==> src/rtl/pipe_hazard_ctrl_if.sv <==
// Pipeline-side and data-memory-side signals of the hazard/sequencing controller.
// The controller binds to the slave modport; the core (or bench) drives the master side.
interface pipe_hazard_ctrl_if #(
  parameter int unsigned Width = 32
);
  logic [Width-1:0] ir_FD;
  logic [Width-1:0] ir_EM;
  logic             is_load_EM;
  logic             is_store_EM;
  logic             br_taken;
  logic             is_mret;
  logic             dmem_ack;
  logic             dmem_req;
  logic             stall_FD;
  logic             stall_EM;
  logic             bubble_EM;
  logic             flush_FD;
  logic             err_timeout;
  logic [Width-1:0] stall_cnt;

  modport master (
    output ir_FD, ir_EM, is_load_EM, is_store_EM, br_taken, is_mret, dmem_ack,
    input  dmem_req, stall_FD, stall_EM, bubble_EM, flush_FD, err_timeout, stall_cnt
  );

  modport slave (
    input  ir_FD, ir_EM, is_load_EM, is_store_EM, br_taken, is_mret, dmem_ack,
    output dmem_req, stall_FD, stall_EM, bubble_EM, flush_FD, err_timeout, stall_cnt
  );
endinterface

==> src/rtl/pipe_hazard_ctrl.sv <==
// Stall/bubble/flush sequencing for the FD->EM->MW pipeline and the EM data-memory handshake.
// Optional wait-state abort is enabled by defining PIPE_HAZARD_CTRL_TIMEOUT_EN.
module pipe_hazard_ctrl #(
  parameter int unsigned Width         = 32,
  parameter int unsigned TimeoutCycles = 255
) (
  input logic               clk,
  input logic               rst_n,
  pipe_hazard_ctrl_if.slave bus
);

  typedef enum logic [0:0] {StIdle, StMemWait} state_e;

  state_e           state_q, state_d;
  logic             flush_pend_q, flush_pend_d;
  logic [Width-1:0] stall_cnt_q, stall_cnt_d;

  logic [4:0] rd, rs1, rs2;
  logic       mem_op, hz, redirect, abort;
  logic       req, stall_fd, stall_em, bubble, flush;

  assign rd       = bus.ir_EM[11:7];
  assign rs1      = bus.ir_FD[19:15];
  assign rs2      = bus.ir_FD[24:20];
  assign mem_op   = bus.is_load_EM | bus.is_store_EM;
  assign hz       = bus.is_load_EM && (rd != 5'd0) && ((rd == rs1) || (rd == rs2));
  assign redirect = bus.br_taken | bus.is_mret;

`ifdef PIPE_HAZARD_CTRL_TIMEOUT_EN
  logic [7:0] wait_cnt_q, wait_cnt_d;

  assign abort = (state_q == StMemWait) && !bus.dmem_ack &&
                 (wait_cnt_q == 8'(TimeoutCycles - 1));

  always_comb begin
    wait_cnt_d = wait_cnt_q;
    if (state_q == StIdle && state_d == StMemWait) begin
      wait_cnt_d = 8'd0;
    end else if (state_q == StMemWait && !bus.dmem_ack) begin
      wait_cnt_d = wait_cnt_q + 8'd1;
    end
  end

  always_ff @(posedge clk or negedge rst_n) begin
    if (!rst_n) begin
      wait_cnt_q <= 8'd0;
    end else begin
      wait_cnt_q <= wait_cnt_d;
    end
  end
`else
  // TimeoutCycles has no effect without the abort path.
  assign abort = (TimeoutCycles == 0) && 1'b0;
`endif

  always_ff @(posedge clk or negedge rst_n) begin
    if (!rst_n) begin
      state_q      <= StIdle;
      flush_pend_q <= 1'b0;
      stall_cnt_q  <= '0;
    end else begin
      state_q      <= state_d;
      flush_pend_q <= flush_pend_d;
      stall_cnt_q  <= stall_cnt_d;
    end
  end

  always_comb begin
    state_d = state_q;
    unique case (state_q)
      StIdle:    if (mem_op && !bus.dmem_ack) state_d = StMemWait;
      StMemWait: if (bus.dmem_ack || abort) state_d = StIdle;
      default:   state_d = StIdle;
    endcase
  end

  always_comb begin
    req      = 1'b0;
    stall_fd = 1'b0;
    stall_em = 1'b0;
    bubble   = 1'b0;
    unique case (state_q)
      StIdle: begin
        if (mem_op) begin
          req = 1'b1;
          if (!bus.dmem_ack) begin
            stall_fd = 1'b1;
            stall_em = 1'b1;
          end else if (hz) begin
            stall_fd = 1'b1;
            bubble   = 1'b1;
          end
        end
      end
      StMemWait: begin
        if (bus.dmem_ack) begin
          req      = 1'b1;
          stall_fd = hz;
          bubble   = hz;
        end else if (!abort) begin
          req      = 1'b1;
          stall_fd = 1'b1;
          stall_em = 1'b1;
        end
      end
      default: ;
    endcase
  end

  // A redirect seen while EM is held is replayed in the first unstalled cycle.
  assign flush        = !stall_em && (redirect || flush_pend_q || abort);
  assign flush_pend_d = stall_em ? (flush_pend_q | redirect) : 1'b0;
  assign stall_cnt_d  = (stall_fd && !(&stall_cnt_q)) ? stall_cnt_q + Width'(1) : stall_cnt_q;

  assign bus.dmem_req    = rst_n & req;
  assign bus.stall_FD    = rst_n & stall_fd;
  assign bus.stall_EM    = rst_n & stall_em;
  assign bus.bubble_EM   = rst_n & bubble;
  assign bus.flush_FD    = rst_n & flush;
  assign bus.err_timeout = rst_n & abort;
  assign bus.stall_cnt   = stall_cnt_q;

endmodule
==> src/flat_wrapper.sv <==
// flat-port wrapper written by rule: the top's interface ports become plain ports
module pipe_hazard_ctrl_flat 
#(
  parameter int unsigned Width         = 32,
  parameter int unsigned TimeoutCycles = 255
)
  (clk, rst_n, bus_ir_FD, bus_ir_EM, bus_is_load_EM, bus_is_store_EM, bus_br_taken, bus_is_mret, bus_dmem_ack, bus_dmem_req, bus_stall_FD, bus_stall_EM, bus_bubble_EM, bus_flush_FD, bus_err_timeout, bus_stall_cnt);
  pipe_hazard_ctrl_if #(.Width(Width)) bus_i ();
  input logic clk;
  input logic rst_n;
  input wire logic [$bits(bus_i.ir_FD)-1:0] bus_ir_FD;
  input wire logic [$bits(bus_i.ir_EM)-1:0] bus_ir_EM;
  input wire logic [$bits(bus_i.is_load_EM)-1:0] bus_is_load_EM;
  input wire logic [$bits(bus_i.is_store_EM)-1:0] bus_is_store_EM;
  input wire logic [$bits(bus_i.br_taken)-1:0] bus_br_taken;
  input wire logic [$bits(bus_i.is_mret)-1:0] bus_is_mret;
  input wire logic [$bits(bus_i.dmem_ack)-1:0] bus_dmem_ack;
  output wire logic [$bits(bus_i.dmem_req)-1:0] bus_dmem_req;
  output wire logic [$bits(bus_i.stall_FD)-1:0] bus_stall_FD;
  output wire logic [$bits(bus_i.stall_EM)-1:0] bus_stall_EM;
  output wire logic [$bits(bus_i.bubble_EM)-1:0] bus_bubble_EM;
  output wire logic [$bits(bus_i.flush_FD)-1:0] bus_flush_FD;
  output wire logic [$bits(bus_i.err_timeout)-1:0] bus_err_timeout;
  output wire logic [$bits(bus_i.stall_cnt)-1:0] bus_stall_cnt;
  assign bus_i.ir_FD = bus_ir_FD;
  assign bus_i.ir_EM = bus_ir_EM;
  assign bus_i.is_load_EM = bus_is_load_EM;
  assign bus_i.is_store_EM = bus_is_store_EM;
  assign bus_i.br_taken = bus_br_taken;
  assign bus_i.is_mret = bus_is_mret;
  assign bus_i.dmem_ack = bus_dmem_ack;
  assign bus_dmem_req = bus_i.dmem_req;
  assign bus_stall_FD = bus_i.stall_FD;
  assign bus_stall_EM = bus_i.stall_EM;
  assign bus_bubble_EM = bus_i.bubble_EM;
  assign bus_flush_FD = bus_i.flush_FD;
  assign bus_err_timeout = bus_i.err_timeout;
  assign bus_stall_cnt = bus_i.stall_cnt;
  pipe_hazard_ctrl #(.Width(Width), .TimeoutCycles(TimeoutCycles)) u_core (.clk(clk), .rst_n(rst_n), .bus(bus_i));
endmodule
==> config.mk <==
export PLATFORM = sky130hd
export DESIGN_NAME = pipe_hazard_ctrl_flat
export DESIGN_NICKNAME = d
export VERILOG_FILES = /design/src/rtl/pipe_hazard_ctrl_if.sv /design/src/rtl/pipe_hazard_ctrl.sv /design/src/flat_wrapper.sv
export SDC_FILE = /design/constraint.sdc
export NUM_CORES = 1
export LEC_CHECK = 0
export CORE_MARGIN = 8
export CORE_UTILIZATION = 41
export DETAILED_ROUTE_END_ITERATION = 16
export PLACE_DENSITY_LB_ADDON = 0.2
export SLEW_MARGIN = 40
export SYNTH_ARGS = -nofsm -noshare
export SYNTH_HDL_FRONTEND = slang
export SYNTH_SLANG_ARGS = --single-unit
==> constraint.sdc <==
create_clock -name clk -period 4.2 [get_ports clk]
set_input_delay 0.84 -clock clk [delete_from_list [all_inputs] [get_ports clk]]
set_output_delay 0.84 -clock clk [all_outputs]
set_load 0.03 [all_outputs]
==> summary.txt <==
WS Path Type: in -> out
FMAX: 0.277 GHz
Post-DP HPWL: 3.38 mm
Nets: 314
ANT cells: 0
vias in the first global route: 1554
power per cell area: 353 nW/um^2
final core occ: 59.9%
Area growth, synth to finish: 39.7%
io pins: 109
Syn Nets: 250
Detailed Route Iter0 Violations: 61
maximum fanout along the worst path: 5
peak supply drop: 0.370 mV
num rows: 24
Avg Cell Area, Syn: 10.6 sq um
CP Launch Type: input port
final instance area: 2630 sq um
CTS tree: yes
initial antenna violation count: 0
cell area after synthesis: 1880 sq um
global route overflow: 0
Vias/cell: 5.24
largest stage delay on the critical path: 0.71 ns
Clock Sinks: 34
Yosys top cell by area: dfrtp_1
Via Count: 1545
CP delay by family, top: buffers and inverters
Syn. warnings: 0
Pleak: 1.12 nW
worst path required time: 3.36 ns
placed cell areas: 2520 sq um
most common flop cell mapped by yosys: dfrtp_1
top post-synthesis cells by area: dfrtp_1, xnor2_1, xor2_1
most used cell, CP: clkdlybuf4s50_1
RSZ-0062 raised after global routing: no
Int Pwr: 0.642 mW
final setup fails: 0
DIE AREA: 7010 sq um
dpl ws: 0.583 ns
post_cts resized: 0
setup TNS: 0 ns
H-tree Lvls: 2
final period utilization: 85.9%
Worst-Margin Slew: 0.573 ns
sequential power share: 43.1%
CTS max path bufs: 2
overall power: 0.928 mW
Clk pwr share: 30.4%
fin crit period: 3.61 ns
Mapped Cells: 178
Gate power share: 26.5%
final wirelength: 4.46 mm
die height: 83.7 um
post-synth top area share: 45.2%
Clock Pin Slew Worst Setup and Hold Paths: 0.06 ns
Worst path slowest cell: clkdlybuf4s50_1
clk_skew: 0.00376 ns
Slew Limit Fails: 0
Hold-fix buffers, CTS: 0
GRT Total Usage: 12.8%
drt first pass iters: 4
Synth Register Bits: 34
Buf+Inv Stages, Crit Path: 3
max_slew headroom: 61.7%
wire per inst: 15.1 um
antenna viol nets, final: 0
Psw: 0.286 mW
CP cell instances: clkdlybuf4s50_1 > nor3_1 > or2_2 > inv_1 > nor3b_1 > clkdlybuf4s50_1
ys async rst share: 100%
critical path endpoint category: primary output
Post-CTS Setup Bufs: 0
crit path DAT: 2.77 ns
IO buf count: 58
outcome: finished clean
share of layout cells above drive strength 1: 13.2%
starting density of the core: 42.9%
fin worst setup slack: 0.594 ns
core area: 4380 sq um
pin count of the biggest net entering global routing: 19
DRC: 0
GPL Wtd Cong: 0.721
sw frac: 30.8%
Worst Hold Class: reg -> reg
Worst-Skew Late Latency: 0.28 ns
EDFF count, synth: 0
Max-Cap Viols: 0
total CTS buffers: 5
Hold Vio Cnt, Final: 0
Root Driver: clkbuf_8
register area share after synthesis: 45.2%
Die X: 83.7 um
first-pass GRT wire length: 7.53 mm
synth unique cells: 38
registers in the layout, summed over array words and instances (netlist names):
name                  cells
u_core.bus.stall_cnt     32
u_core.flush_pend_q       1
u_core.state_q            1
power by group through the flow:
stage	sequential, mW	combinational, mW	clock [mW]
4_1_cts	0.400	0.250	0.288
5_1_grt	0.405	0.267	0.300
3_3_place_gp	0.405	0.246	0
3_5_place_dp	0.405	0.249	0
6_report	0.400	0.246	0.282
2_1_floorplan	0.455	0.0827	0
worst paths after layout:
path                                           from                       end  slack [ns]  depth (start not counted)
hold reg to reg                 u_core.flush_pend_q       u_core.flush_pend_q        0.50                          2
setup reg to reg           u_core.bus.stall_cnt[17]   u_core.bus.stall_cnt[1]        1.89                          5
setup / recovery                     bus_is_load_EM              bus_flush_FD        0.59                          6
hold / removal                  u_core.flush_pend_q       u_core.flush_pend_q        0.50                          2
min in group asynchronous                     rst_n  u_core.bus.stall_cnt[24]        0.96                          2
max in group asynchronous                     rst_n   u_core.bus.stall_cnt[7]        3.04                          2
Yosys cell counts, drive strengths merged, types with 2 or more instances:
library cell,count
and3,6
and4,6
buf,4
dfrtp,34
inv,5
nand2,12
nand3,12
nand4,16
nor2,15
nor2b,2
nor3,4
nor4,4
o21ai,2
xnor2,29
xor2,12
worst register-to-register path, delay by kind of cell, from the launching register on:
kind / cells / cell delay (ns)
flip-flops: 1 / 0.44
AND/OR/NAND/NOR: 4 / 1.41
multiplexers: 1 / 0.35
cell families after synthesis:
logic type	Yosys count	share of synthesized area, %
adders and majority gates	1	0.665
buffers and inverters	9	2.33
DFF	34	45.2
AOI/OAI and AO/OA	5	2.73
and+or+nand+nor	86	29.1
muxes	1	0.599
xor gates and xnor gates	41	19.1
other	1	0.199
stage by stage:
step,hold WS [ns],std cells
6_report,0.497,295
3_5_place_dp,0.487,287
5_1_grt,0.507,295
4_1_cts,0.503,295
3_3_place_gp,0.473,287
2_1_floorplan,0.452,178
layer usage:
metal	up-vias	wire, um	global-route usage [%]
met5	-	0	0
met4	0	18	3.30
met3	4	271	4.39
met2	44	1920	19.4
met1	742	2250	16.9
li1	755	-	-
layout make-up:
cell class | count | area [sq um]
fillers | 381 | 1760
multi-input cells | 135 | 986
flip-flops and latches | 34 | 851
repair buffers | 61 | 596
clock buffers | 8 | 110
well taps | 52 | 65.1
inverters | 5 | 18.8
placed cells by master, fill, tap and decap left out, drive strengths merged, types with 2 or more instances in the layout:
cell type / Yosys / final
nor2b: 2 / 2
and4: 6 / 6
nor4: 4 / 4
and3: 6 / 6
clkbuf: 0 / 8
nand4: 16 / 16
nand3: 12 / 12
nor3: 4 / 4
xor2: 12 / 12
dfrtp: 34 / 34
clkdlybuf4s50: 0 / 55
inv: 5 / 5
xnor2: 29 / 29
o21ai: 2 / 2
nand2: 12 / 12
buf: 4 / 6
nor2: 15 / 15
Power figures use the tool's default switching activity.
